$ cat config.mk
export PLATFORM = sky130hd
export DESIGN_NAME = phy_tx_lane_sched
export DESIGN_NICKNAME = d
export VERILOG_FILES = /design/src/rtl/phy_tx_lane_sched.sv
export SDC_FILE = /design/constraint.sdc
export NUM_CORES = 1
export LEC_CHECK = 0
export ABC_AREA = 0
export CAP_MARGIN = 0
export CORE_MARGIN = 4
export CORE_UTILIZATION = 58
export CTS_CLUSTER_SIZE = 10
export DETAILED_ROUTE_END_ITERATION = 6
export PLACE_DENSITY = 0.79
export SETUP_SLACK_MARGIN = 0.15
export SLEW_MARGIN = 5
export SYNTH_ARGS = -nofsm -noshare
export SYNTH_HDL_FRONTEND = slang
export SYNTH_SLANG_ARGS = --single-unit
$ cat constraint.sdc
create_clock -name clk_4f -period 4 [get_ports clk_4f]
set_clock_uncertainty 0.1 [all_clocks]
set_input_delay 0.4 -clock clk_4f [delete_from_list [all_inputs] [get_ports clk_4f]]
set_output_delay 0.4 -clock clk_4f [all_outputs]
set_load 0.05 [all_outputs]
$ cat src/rtl/phy_tx_lane_sched.sv
// phy_tx_lane_sched: four-lane round-robin TX scheduler.
// Each lane owns a small FIFO; one word per cycle is drained into a
// registered output slot in fair rotation, with IDLE fill when all lanes
// are empty. Per-lane pause and sticky overflow flags go back upstream.

// Per-lane circular FIFO with occupancy count and sticky overflow flag.
module phy_tx_lane_fifo #(
  parameter int DEPTH = 4,
  parameter int AW    = $clog2(DEPTH),
  parameter int CW    = AW + 1
) (
  input  logic          clk_i,
  input  logic          reset_i,
  input  logic          push_vld_i,
  input  logic [7:0]    push_data_i,
  input  logic          pop_i,
  output logic [7:0]    head_o,
  output logic [CW-1:0] count_o,
  output logic          err_o
);
  logic [7:0]    mem_q [DEPTH];
  logic [AW-1:0] rd_ptr_q, wr_ptr_q;
  logic [CW-1:0] count_q;
  logic          err_q;
  logic          full, do_push, do_pop;

  // Full is judged on the pre-edge count, so a same-cycle pop never
  // rescues a word that arrives while the lane is full.
  assign full    = (count_q == CW'(DEPTH));
  assign do_push = push_vld_i && !full;
  assign do_pop  = pop_i && (count_q != '0);

  // Storage array; contents are don't-care while the count says empty.
  always_ff @(posedge clk_i) begin
    if (do_push) mem_q[wr_ptr_q] <= push_data_i;
  end

  // Pointers, occupancy and overflow flag.
  always_ff @(posedge clk_i) begin
    if (reset_i) begin
      rd_ptr_q <= '0;
      wr_ptr_q <= '0;
      count_q  <= '0;
      err_q    <= 1'b0;
    end else begin
      if (do_push) wr_ptr_q <= wr_ptr_q + 1'b1;
      if (do_pop)  rd_ptr_q <= rd_ptr_q + 1'b1;
      count_q <= count_q + CW'(do_push) - CW'(do_pop);
      if (push_vld_i && full) err_q <= 1'b1;
    end
  end

  assign head_o  = mem_q[rd_ptr_q];
  assign count_o = count_q;
  assign err_o   = err_q;
endmodule

// Top: lane FIFO array, round-robin arbiter and registered output slot.
module phy_tx_lane_sched #(
  parameter int         DEPTH = 4,
  parameter logic [7:0] IDLE  = 8'hBC
) (
  input  logic       clk_4f,
  input  logic       reset,
  input  logic [8:0] data0,
  input  logic [8:0] data1,
  input  logic [8:0] data2,
  input  logic [8:0] data3,
  input  logic       out_ready,
  output logic [8:0] out_data,
  output logic [1:0] lane_id,
  output logic [3:0] pause,
  output logic [3:0] err
);
  localparam int NUM_LANES = 4;
  localparam int AW        = $clog2(DEPTH);
  localparam int CW        = AW + 1;

  logic [NUM_LANES-1:0][8:0]    lane_in;
  logic [NUM_LANES-1:0][7:0]    head;
  logic [NUM_LANES-1:0][CW-1:0] cnt;
  logic [NUM_LANES-1:0]         nonempty, pop, err_w;

  logic [8:0] out_data_q;
  logic [1:0] lane_id_q, last_grant_q;
  logic       grant_vld;
  logic [1:0] grant_idx, cand;

  assign lane_in = {data3, data2, data1, data0};

  for (genvar g = 0; g < NUM_LANES; g++) begin : g_lane
    phy_tx_lane_fifo #(.DEPTH(DEPTH)) u_fifo (
      .clk_i       (clk_4f),
      .reset_i     (reset),
      .push_vld_i  (lane_in[g][8]),
      .push_data_i (lane_in[g][7:0]),
      .pop_i       (pop[g]),
      .head_o      (head[g]),
      .count_o     (cnt[g]),
      .err_o       (err_w[g])
    );
    assign nonempty[g] = (cnt[g] != '0);
    assign pop[g]      = out_ready && grant_vld && (grant_idx == 2'(g));
    // Threshold at DEPTH-1 leaves upstream one cycle of slack.
    assign pause[g]    = (cnt[g] >= CW'(DEPTH - 1));
  end

  // Round-robin search starting one past the previous grant.
  always_comb begin
    grant_vld = 1'b0;
    grant_idx = last_grant_q;
    cand      = last_grant_q;
    for (int k = 1; k <= NUM_LANES; k++) begin
      cand = last_grant_q + 2'(k);
      if (!grant_vld && nonempty[cand]) begin
        grant_vld = 1'b1;
        grant_idx = cand;
      end
    end
  end

  // Output slot and grant history; everything holds while out_ready is low.
  always_ff @(posedge clk_4f) begin
    if (reset) begin
      out_data_q   <= {1'b0, IDLE};
      lane_id_q    <= 2'd0;
      last_grant_q <= 2'd3;
    end else if (out_ready) begin
      if (grant_vld) begin
        out_data_q   <= {1'b1, head[grant_idx]};
        lane_id_q    <= grant_idx;
        last_grant_q <= grant_idx;
      end else begin
        out_data_q   <= {1'b0, IDLE};
      end
    end
  end

  assign out_data = out_data_q;
  assign lane_id  = lane_id_q;
  assign err      = err_w;
endmodule

==> qor_table.md <==
| Group | Metric | This run |
|:---|:---|:---|
| clock tree | Clock buffer depth | 2 |
| yosys | Most common cell in the synthesized netlist | edfxtp_1 |
| power | Clock network fraction of design power | 0.267 |
| clock tree | Latest clock arrival within the worst-skew pair | 430 ps |
| timing | Tightest Pin Transition | 874 ps |
| hold path | Worst Hold Launch | g_lane[0].u_fifo.err_o |
| timing | Peak clock frequency supported by timing | 0.324 GHz |
| power | Worst VDD drop | 0.370 mV |
| worst setup path | Nature of the critical path endpoint | flip-flop |
| worst setup path | Critical Path Source Type | flip-flop |
| power | Internal | 4.25 mW |
| clock tree | Post-CTS setup buffer count | 0 |
| yosys | Post-Synthesis Net Count | 540 |
| yosys | Synth area leader | edfxtp_1 |
| clock tree | Hold buffer count at CTS | 0 |
| yosys | #FFs+latches synth | 181 |
| power | Combinational share of power | 0.326 |
| detailed routing | First drt pass iteration count | 5 |
| grt | Pin count of the biggest net entering global routing | 50 |
| yosys | XOR/XNOR Fraction of Synth Area | 0.0164 |
| place | Global placement routability congestion | 0.805 |
| yosys | Top area cells in the synthesized netlist | edfxtp_1, dfxtp_1, mux4_2, ha_1, nor2_1 |
| finish | Fraction of final layout cells with drive strength greater than 1 | 0.149 |
| power | Sequential share of power | 0.407 |
| yosys | Async set or reset register ratio after synthesis | 0 |
| clock tree | Root buffer selected by CTS | clkbuf_16 |
| detailed routing | Average routed wire per standard cell | 19.3 microns |
| finish | Antenna Diode Count | 0 |
| place | Sum of net half-perimeters after detailed placement | 9.38 mm |
| power | Overall Power | 6.39 mW |
| place | Input/output buffers | 57 |
| yosys | Number of enable-type register cells in the synthesized netlist | 128 |
| run status | Run status | complete, no violations |
| worst setup path | Worst endpoint required time | 4180 ps |
| yosys | Synth Instances | 469 |
| power | Power density of the placed cells | 727 mW/mm^2 |
| floorplan | Die height | 122 microns |
| grt | Antenna violations before repair | 0 |
| grt | Grt total ovfl | 0 |
| yosys | Total number of yosys warnings | 0 |
| timing | Min Hold Slack | 375 ps |
| worst setup path | Critical Path Source | g_lane[3].u_fifo.count_o[2] |
| timing | Max-slew violation count | 0 |
| timing | Final worst-path setup slack | 912 ps |
| detailed routing | Total vias in the final route | 3,978 |
| hold path | Hold WC Path Type | reg2reg |
| timing | Setup TNS after final layout | 0 ps |
| power | Sw Pwr | 2.14 mW |
| yosys | Synth Area per Inst | 15.9 sq um |
| timing | Max-slew headroom | 0.418 |
| detailed routing | Initial DRC count | 397 |
| worst setup path | Critical Path AT | 3260 ps |
| finish | Post-layout nets | 596 |
| yosys | Post-synthesis mux area share | 0.115 |
| clock tree | TritonCTS clock tree | done |
| floorplan | Floorplan die area | 0.0148 sq mm |
| timing | Share of the cycle needed by the critical path after routing | 0.772 |
| detailed routing | Number of DRC violations after detailed routing | 0 |
| detailed routing | Routed wire length | 13.7 mm |
| clock tree | Clock buffers created by TritonCTS | 17 |
| worst setup path | Crit path kind | reg2reg |
| grt | All-Layer GR Usage | 0.203 |
| floorplan | Total number of placement rows | 41 |
| clock tree | H-tree lvl count | 4 |
| detailed routing | Vias per inst | 5.60 |
| grt | Vias in the first global route | 4,071 |
| timing | Final-report setup violation count | 0 |
| yosys | Cell area after synthesis | 0.00748 sq mm |
| place | Pre-CTS WS | 782 ps |
| floorplan | Count of pins on the block boundary | 58 |
| timing | Final Hold Vio Count | 0 |
| finish | Filler cells | 827 |
| clock tree | Sinks on the clock net | 181 |
| yosys | Post-synthesis compound-gate area fraction | 0.0442 |
| clock tree | Clock slew at reported path FFs | 70 ps |
| finish | Area growth syn-to-layout | 17.5% |
| grt | Global-route wire length before repair | 22.1 mm |
| power | Static leakage | 3.10 nW |
| yosys | Most common flop cell mapped by yosys | edfxtp_1 |
| floorplan | Die W | 122 microns |
| detailed routing | Residual antenna-violating net count after detailed routing | 0 |
| yosys | Dominant combinational cell family by area after synthesis | multiplexers |
| clock tree | Post-CTS resize count | 0 |
| yosys | Adder and majority cell fraction of the synthesized area | 0.0576 |
| timing | Setup repair after global routing missed its margin | no |
| worst setup path | Worst-path fanout max | 9 |
| floorplan | Initial standard-cell utilization of the core | 0.592 |
| yosys | Sequential share of the synthesized area | 0.656 |
| floorplan | Area of the core region | 0.0126 sq mm |
| yosys | Synthesized-area fraction occupied by and/or/nand/nor cells | 0.0808 |
| timing | Clock period minus final worst setup slack | 3090 ps |
| power | Switching fraction of total power | 0.335 |
| yosys | Most frequent cells after synthesis | edfxtp_1, dfxtp_1, nor2_1, mux4_2, ha_1 |
| yosys | Yosys top cell area share | 0.514 |
| worst setup path | Source of the worst register-to-register timing path | g_lane[3].u_fifo.count_o[2] |
| yosys | Unique masters post-synth | 46 |
| job | Number of maximum-capacitance constraint violations | 0 |
-- per-stage QoR --
step                instances  utilization  cell area, sq um
floorplan                 469            -              7480
global placement          678        0.646              8150
detailed placement        678        0.646              8150
CTS                       710        0.696              8780
global route              710        0.696              8780
finish                    710        0.696              8780
-- cell type report --
class,count,area (sq um),area share
sequential,181,4900,0.558
timing repair buffer,59,581,0.0661
clock buffer,27,577,0.0657
tap,172,215,0.0245
multi-input combinational,239,2350,0.268
clock inverter,5,52.6,0.00598
inverter,27,101,0.0115
-- power by group through the flow --
stage	combinational, mW	sequential, mW	clock [mW]
global route	2.27	2.65	1.81
detailed placement	2.06	2.64	0
CTS	2.09	2.61	1.73
finish	2.09	2.60	1.70
global placement	1.99	2.62	0
floorplan	1.55	2.60	0
-- per-layer routing --
metal | global-route usage | vias up | wire (microns)
li1 | - | 1858 | -
met1 | 0.271 | 1999 | 5850
met2 | 0.328 | 104 | 6900
met3 | 0.0511 | 17 | 758
met4 | 0.0756 | 0 | 186
met5 | 0 | - | 0
-- placed cells by master (no fill, tap or decap), types with 2 or more instances in the layout --
master | Yosys | routed
nand2_1 | 18 | 18
fa_1 | 4 | 4
a22o_1 | 3 | 3
xor2_1 | 3 | 3
nor2b_1 | 5 | 5
and2_1 | 16 | 16
a211o_1 | 2 | 2
xnor2_1 | 11 | 11
nand3b_1 | 5 | 5
buf_4 | 4 | 2
clkbuf_1 | 4 | 2
or3_1 | 2 | 2
nor3_1 | 7 | 7
nor3_2 | 3 | 3
o21ai_0 | 4 | 4
a21oi_1 | 7 | 6
inv_1 | 27 | 27
mux4_2 | 32 | 32
edfxtp_1 | 128 | 128
nor2_1 | 40 | 40
clkdlybuf4s50_1 | 0 | 56
clkbuf_16 | 0 | 20
nor4_4 | 2 | 2
a221oi_1 | 5 | 5
mux2i_1 | 14 | 14
a21boi_1 | 4 | 4
a31oi_1 | 7 | 7
nor3_4 | 2 | 2
dfxtp_1 | 53 | 53
clkbuf_8 | 0 | 5
ha_1 | 28 | 28
-- path summary, 6_finish.rpt --
kind | endpoint | slack, ps | cells past startpoint
setup reg to reg | g_lane[2].u_fifo.count_o[2] | 910 | 11
hold / removal | g_lane[0].u_fifo.err_o | 380 | 2
setup / recovery | g_lane[2].u_fifo.count_o[2] | 910 | 11
hold reg to reg | g_lane[0].u_fifo.err_o | 380 | 2
-- state kept, by name, indices dropped and copies added, names as in the netlist, named ones only --
signal                  count
g_lane.u_fifo.rd_ptr_q      8
last_grant_q                2
lane_id                     2
g_lane.u_fifo.count_o      12
out_data                    9
g_lane.u_fifo.err_o         4
g_lane.u_fifo.mem_q       128
g_lane.u_fifo.wr_ptr_q      8
-- kinds of logic (layout without fill, tap and decap cells) --
kind of cell | Yosys count | count (layout)
AOI/OAI and AO/OA | 41 | 41
DFF | 181 | 181
adders and majority gates | 32 | 32
buffers and inverters | 49 | 118
and+or+nand+nor | 106 | 106
muxes | 46 | 46
xor gates and xnor gates | 14 | 14
-- worst max-delay path: stages, from the launching register on --
cell and delay, ps:
dfxtp_1 360, nor3_4 420, o22ai_1 180, a21oi_2 620, nor4_4 120, ha_1 310, inv_1 60, ha_1 130
inv_1 50, fa_1 370, xor2_1 160, nor2_1 60
No activity file was read; power rests on OpenSTA's default activity.
